<file path="config.mk">
export PLATFORM = sky130hd
export DESIGN_NAME = trace_pattern_matcher
export DESIGN_NICKNAME = d
export VERILOG_FILES = /design/src/rtl/trace_pattern_matcher.sv
export SDC_FILE = /design/constraint.sdc
export NUM_CORES = 1
export LEC_CHECK = 0
export BUFFER_PORTS_ARGS = -buffer_cell sky130_fd_sc_hd__buf_2
export CORE_AREA = 10 10 458 460
export DETAILED_ROUTE_END_ITERATION = 10
export DIE_AREA = 0 0 468 470
export GPL_ROUTABILITY_DRIVEN = 0
export SLEW_MARGIN = 5
export SYNTH_ARGS = -nofsm -noshare
export SYNTH_HDL_FRONTEND = slang
export SYNTH_SLANG_ARGS = --single-unit
</file>
<file path="constraint.sdc">
create_clock -name trace_clk -period 5.3 [get_ports trace_clk]
set_input_delay 0 -clock trace_clk [delete_from_list [all_inputs] [get_ports trace_clk]]
set_output_delay 0 -clock trace_clk [all_outputs]
set_load 0.01 [all_outputs]
</file>
<file path="src/rtl/trace_pattern_matcher.sv">
// Trace pattern matcher: deserialises TPIU lanes, aligns on the sync
// word and compares each byte-aligned history buffer to masked rules.
module trace_pattern_matcher #(
  parameter int pBUFFER_SIZE = 64,
  parameter int pMATCH_RULES = 8
) (
  input  logic                                 trace_clk,
  input  logic                                 reset_n,
  input  logic [3:0]                           I_trace_data,
  input  logic [2:0]                           I_trace_width,
  input  logic                                 I_trace_reset_sync,
  input  logic [pMATCH_RULES-1:0]              I_pattern_enable,
  input  logic [pMATCH_RULES-1:0]              I_pattern_trig_enable,
  input  logic [pMATCH_RULES*pBUFFER_SIZE-1:0] I_trace_patterns,
  input  logic [pMATCH_RULES*pBUFFER_SIZE-1:0] I_trace_masks,
  output logic                                 O_synchronized,
  output logic                                 O_match_valid,
  output logic [pMATCH_RULES-1:0]              O_matching_pattern,
  output logic                                 O_trigger,
  output logic [8*pMATCH_RULES-1:0]            O_trace_counts,
  output logic [pBUFFER_SIZE-1:0]              O_matched_data
);

  localparam int N = pBUFFER_SIZE;
  localparam int R = pMATCH_RULES;

  logic [N-1:0] hist;
  logic [N-1:0] hist_nx;
  logic [2:0]   lanes;
  logic [2:0]   prev_width;
  logic [3:0]   bitcnt;
  logic [3:0]   bit_sum;
  logic         byte_rdy;
  logic         sync_hit;
  logic         width_chg;
  logic         compare;
  logic [R-1:0] hit;

  // Newest sample enters at the top; lane 0 is the oldest bit of it.
  always_comb begin
    lanes   = 3'd4;
    hist_nx = {I_trace_data, hist[N-1:4]};
    unique case (1'b1)
      (I_trace_width == 3'd1): begin
        lanes   = 3'd1;
        hist_nx = {I_trace_data[0], hist[N-1:1]};
      end
      (I_trace_width == 3'd2): begin
        lanes   = 3'd2;
        hist_nx = {I_trace_data[1:0], hist[N-1:2]};
      end
      default: ;
    endcase
  end

  assign bit_sum   = bitcnt + {1'b0, lanes};
  assign sync_hit  = (hist[N-1 -: 32] == 32'h7FFF_FFFF);
  assign width_chg = (I_trace_width != prev_width);
  assign compare   = byte_rdy & O_synchronized
                   & ~I_trace_reset_sync;

  always_comb begin
    hit = '0;
    for (int i = 0; i < R; i++) begin
      hit[i] = I_pattern_enable[i]
             & ~|((hist ^ I_trace_patterns[i*N +: N])
                  & I_trace_masks[i*N +: N]);
    end
  end

  always_ff @(posedge trace_clk or negedge reset_n) begin
    if (!reset_n) begin
      hist               <= '0;
      prev_width         <= 3'd4;
      bitcnt             <= '0;
      byte_rdy           <= 1'b0;
      O_synchronized     <= 1'b0;
      O_match_valid      <= 1'b0;
      O_matching_pattern <= '0;
      O_trigger          <= 1'b0;
      O_trace_counts     <= '0;
      O_matched_data     <= '0;
    end else begin
      hist          <= hist_nx;
      prev_width    <= I_trace_width;
      O_match_valid <= 1'b0;
      O_trigger     <= 1'b0;

      if (I_trace_reset_sync || width_chg) begin
        O_synchronized <= 1'b0;
        bitcnt         <= '0;
        byte_rdy       <= 1'b0;
      end else if (sync_hit) begin
        // The sample landing now is the first of the next byte.
        O_synchronized <= 1'b1;
        bitcnt         <= {1'b0, lanes};
        byte_rdy       <= 1'b0;
      end else if (O_synchronized) begin
        if (bit_sum >= 4'd8) begin
          bitcnt   <= '0;
          byte_rdy <= 1'b1;
        end else begin
          bitcnt   <= bit_sum;
          byte_rdy <= 1'b0;
        end
      end else begin
        bitcnt   <= '0;
        byte_rdy <= 1'b0;
      end

      if (I_trace_reset_sync) begin
        O_trace_counts <= '0;
      end else if (compare && |hit) begin
        O_match_valid      <= 1'b1;
        O_trigger          <= |(hit & I_pattern_trig_enable);
        O_matching_pattern <= hit;
        O_matched_data     <= hist;
        for (int i = 0; i < R; i++) begin
          if (hit[i] && O_trace_counts[i*8 +: 8] != 8'hFF)
            O_trace_counts[i*8 +: 8] <=
              O_trace_counts[i*8 +: 8] + 8'd1;
        end
      end
    end
  end

endmodule

</file>
# Yosys cells after proc, flatten, opt, wreduce, memory -nomap -nowiden
# Cells that the tools add are included.
# totals
register_bits,211
latch_bits,0
ramBits,0
rom_bits,0
input_bits,1050
output_inout_bits,139
word_cells,140
n_memories,0
# classes
n_addsub,9
multipliers,0
div_mod_pow,0
order_cmp,1
n_eq_ne,12
shift,0
n_mux,26
bitwise,28
reduce_logical,47
# op_table
cell,n
64-bit AND,8
64-bit OR reduction,8
64-bit bitwise XOR,8
64-bit 2-to-1 mux,2
64-bit case mux with 2 select lines,1
"8-bit by 1-bit adder with 8-bit output, second input constant",8
8-bit 2-to-1 mux,8
"8-bit inequality test, second input constant",8
"32-bit by 31-bit equality test with 1-bit output, second input constant",1
2-bit nonzero test,10
2-bit AND reduction,9
4-bit 2-to-1 mux,4
8-bit OR reduction,2
1-bit AND,10
1-bit 2-to-1 mux,10
1-bit logical AND,9
8-bit AND,1
1-bit zero test,8
3-bit case mux with 2 select lines,1
4-bit by 3-bit adder with 4-bit output,1
"4-bit greater-or-equal comparator, second input constant",1
"3-bit by 1-bit equality test with 1-bit output, second input constant",1
"3-bit by 2-bit equality test with 1-bit output, second input constant",1
3-bit inequality test,1
other kinds (2),2

# Longest topological paths before layout
# logic_depth
word_depth,9
ltp_mapped,11
mapped_depth_nobuf,9

# Worst setup path before layout
# No wires, ideal clock.
# synth_path
path_type,register -> register
from,register hist[31]
to,register O_matching_pattern[1]
setup_ns,0.128
arrival_time_ns,2.279
t_required_ns,5.172
slack_ns,2.893
path_stages_with_launch,10
path_buffers,1
period_less_slack_ns,2.407
path_cell_list,dfrtp_1 > buf_2 > xor2_1 > a22oi_1 > nand4_1 > nor4_2 > nand3_1 > and4_1 > a21oi_4 > mux2_1
# synth_between
elab_chain_cells,8
elab_cells_between_ends,43
classes_between,bitwise: 24; reduce/logical: 19
# synth_rtl
item,line_no,text
from (decl),27,logic [N-1:0] hist;
from (signal assigned),84,hist <= hist_nx;
64-bit bitwise XOR,66,& ~|((hist ^ I_trace_patterns[i*N +: N])
64-bit AND,67,& I_trace_masks[i*N +: N]);
64-bit OR reduction,66,
1-bit zero test,66,
1-bit AND,66,
8-bit OR reduction,113,end else if (compare && |hit) begin
1-bit logical AND,113,
2-bit AND reduction (no line),n/a,
to (signal assigned),116,O_matching_pattern <= hit;
to (decl),18,"output logic [pMATCH_RULES-1:0] O_matching_pattern,"
# Several ways; a longest one is shown, not always the timed one.
# A chain may end at the register's enable or synchronous reset.

# Worst setup path after layout
# layout_path
from,register hist[35]
to,register O_trace_counts[37]
# layout_between
elab_chain_cells,9
elab_cells_between_ends,46
classes_between,bitwise: 24; reduce/logical: 22
# layout_rtl
item,line_no,text
64-bit bitwise XOR,66,
64-bit AND,67,
64-bit OR reduction,66,
1-bit zero test,66,
1-bit AND,66,
8-bit OR reduction,113,
1-bit logical AND,113,
2-bit nonzero test (no line),n/a,
2-bit AND reduction (no line) (*),n/a,
"to (signal, indexed assignment)",120,O_trace_counts[i*8 +: 8] <=
to (decl),20,"output logic [8*pMATCH_RULES-1:0] O_trace_counts,"
# Every way passes the cells marked *; elsewhere a longest branch is shown, timed or not.

==> run_results.csv <==
group,metric,value,unit
layout,regArea,0.00536,mm2
synthesis,syn-cell-area,0.0168,mm2
synthesis,synth_cell_types,53,
synthesis,synthFlopType,"dfrtp_1",
timing,fin_hold_ws,-0.00404,ns
setup_path,cp-start-kind,"flip-flop",
timing,tightest_slew,1.31,ns
synthesis,seq_area_frac_synth,31.5,%
clock_network,cts_sinks,211,
clock_network,cts_setup_buffers,0,
setup_path,crit_required,5.80,ns
global_routing,grt_pass1_vias,22900,
synthesis,synth_top_area_cell,"dfrtp_1",
synthesis,synth-seq-cells,211,
drt,wire_per_inst,50.0,um
timing,finalCritPeriodShare,103,%
synthesis,synth_area_leaders,"dfrtp_1 31%, xor2_1 27%, a22oi_1 12%",
setup_path,critPathMaxFanout,15,
power,power.leakage,14.1,nW
setup_path,r2r_start,"hist[35]$_DFF_PN0_",
timing,rsz0062_at_grt,"no",
global_routing,overflow,0,
die,die_x,468,um
placement,place_ws,0.191,ns
drt,firstDrtPassIters,6,
timing,relSlewSlack,12.4,%
layout,synthToLayoutAreaGrowth,66.4,%
layout,finalNetCount,4052,
timing,max_freq,0.183,GHz
timing,setup_ws,-0.155,ns
status,violations,"negative hold slack, negative setup slack",
clock_network,insertion_delay,0.65,ns
setup_path,worstSetupPathType,"reg -> reg",
synthesis,yosys_warnings,0,
synthesis,synth_compound_area_share,17.2,%
placement,port_buffers,1188,
global_routing,grt_pass1_wl,342000,um
synthesis,synth_edf_count,0,
synthesis,synth_top_family_by_area,"XOR/XNOR gates",
clock_network,cts_buffers,30,
synthesis,synth-async-reset-ratio,100,%
synthesis,syn_area_per_cell,9.42,um2
placement,place_hpwl,258000,um
clock_network,clockRootBuffer,"clkbuf_16",
timing,setup-violations-final,31,
drt,ant_nets,0,
timing,drv_slew,0,
drt,drc,0,
layout,multi_input_comb_area,0.0109,mm2
run,maxCapViolCount,0,
clock_network,clockBufferDepth,3,
power,vdd_drop_max,0.267,mV
synthesis,yosys.area_share.xor_xnor,27.6,%
timing,fin_crit,5.45,ns
drt,drtIter0Drc,2574,
layout,fillers,23000,
global_routing,grt_start_max_net_pins,113,
synthesis,synthMuxAreaShare,6.12,%
die,ios,1189,
worst_hold_path,min_path_type,"in -> async",
global_routing,grt_antenna_before_repair,488,
synthesis,synthCells,1779,
timing,timing.setup.tns,-0.919,ns
synthesis,synth-simple-area-share,13.0,%
synthesis,syn_nets,2841,
die,initial_core_util,8.34,%
setup_path,reg2reg_slack,-0.15,ns
drt,vias_per_cell,4.09,
setup_path,worstSetupEndpointType,"flip-flop",
synthesis,synth_top_cell_area_share,31.4,%
setup_path,ff2ff_path_depth,9,
global_routing,grt_util_all_layers,25.1,%
clock_network,ctsResizeCount,0,
timing,skew,0.0240,ns
die,rows,165,
clock_network,clk_pin_slew,0.07,ns
synthesis,synth_fa_ha_area_share,0.941,%
power,power_density,311,mW/mm2
die,die_h,470,um
die,design.core.area,0.201,mm2
clock_network,htreeDepth,1,
drt,vias,23900,
timing,hold_viol,2,
layout,drive_gt1_share,48.6,%
status,status,"finished, violations left",
setup_path,crit_arrival,5.95,ns
setup_path,timing.rr.end,"O_trace_counts[37]$_DFFE_PN0P_",
die,dieArea,0.220,mm2
drt,routed_wirelength,292000,um
clock_network,cts_tree,"built",
[per-layer routing]
metal | global-route usage (%) | part of all wire (%) | vias to the layer above
li1 | - | - | 9042
met1 | 28.9 | 38 | 11300
met2 | 39.3 | 43 | 2264
met3 | 14.4 | 14 | 927
met4 | 7.11 | 3.8 | 324
met5 | 0 | 0.74 | -
[power breakdown]
part / total [W] / internal, W / switching (W)
sequential: 0.00280 / 0.00173 / 0.00107
clock: 0.00225 / 0.00126 / 0.000984
combinational: 0.00362 / 0.00119 / 0.00244
[cells in the final DEF, fill, tap and decap left out, types with 30 or more instances in the layout]
master     count
a22oi_1      272
buf_2       1187
buf_4         76
clkbuf_16     30
dfrtp_1      150
dfrtp_2       60
diode_2      152
mux2_2        48
nand2_1      161
nand2b_1      30
nand4_1       73
nor2_1        42
o21ai_0       47
xor2_1       521
[registers in the layout, summed over array words and instances, names as in the netlist]
signal	count
hist	64
O_trace_counts	64
O_matching_pattern	8
prev_width	3
byte_rdy	1
O_match_valid	1
O_trigger	1
O_synchronized	1
O_matched_data	64
bitcnt	4
[critical path: stages (launching register included)]
cell	delay, ns
dfrtp_2	1.24
xor2_1	0.42
a22oi_1	0.45
nand4_1	0.49
nor4_4	0.85
buf_4	0.23
nand4_1	0.67
nor2b_1	0.49
o21ai_0	0.26
o21ai_0	0.15
[stage by stage]
stage               power, W  util [%]  cells  area [um2]  hold WS [ns]
finish               0.00867      13.9   5836       27900      -0.00404
global route         0.00886      13.8   5741       27600        0.0625
CTS                  0.00875      13.7   5684       27500        0.0117
detailed placement   0.00646      13.1   5617       26300         0.121
global placement     0.00644      13.1   5617       26300         0.104
floorplan            0.00344         -   1779       16800        -0.296
[synthesized netlist by cell type, types with 6 or more instances]
library cell	instances
nand3b_1	11
nor2b_1	6
and3_1	29
a221oi_1	18
nand2b_1	30
dfrtp_1	210
nand3_1	29
mux2_4	16
a222oi_1	8
mux2_2	48
ha_1	11
nor2_1	43
buf_2	62
nand2_1	161
nor4_2	8
inv_1	24
a22o_1	16
xnor2_1	6
nand4_1	73
a22oi_1	272
nor3_1	15
a31oi_1	7
xor2_1	521
clkbuf_1	25
mux2i_1	20
o21ai_0	47
[what timing repair did]
action / in CTS / in global routing
hold buffers: 13 / 0
endpoints found under the hold margin: 107 / 0
endpoints found under the setup margin: 0 / 0
[final cells by class]
class                           count  area share, %
Inverter                           24          0.323
Clock buffer                       38           2.98
Clock inverter                     16          0.736
Antenna cell                      152           1.37
Timing Repair Buffer             1280           24.1
Sequential cell                   211           19.2
Multi-Input combinational cell   1443           39.3
Tap cell                         2672           12.0
[worst max path at each step]
stage,start,depth (start not counted),endpoint,slack (ns)
finish,hist[35]$_DFF_PN0_,9,O_trace_counts[37]$_DFFE_PN0P_,-0.15
global route,hist[35]$_DFF_PN0_,9,O_trace_counts[35]$_DFFE_PN0P_,0.07
CTS,hist[35]$_DFF_PN0_,9,O_trace_counts[36]$_DFFE_PN0P_,0.16
detailed placement,hist[35]$_DFF_PN0_,9,O_trace_counts[36]$_DFFE_PN0P_,0.19
global placement,hist[35]$_DFF_PN0_,9,O_matched_data[27]$_DFFE_PN0P_,0.18
floorplan,hist[31]$_DFF_PN0_,9,O_matching_pattern[1]$_DFFE_PN0P_,2.89
[cell families (layout without fill, tap and decap cells)]
group	count (synthesis)	after routing
compound gates	391	391
xor+xnor	527	527
fa+ha+maj	12	12
buf+inv	125	1358
flops	211	211
mux	88	88
other cells	1	153
simple gates	424	424
Note: power is estimated with default switching activity, not from simulation.
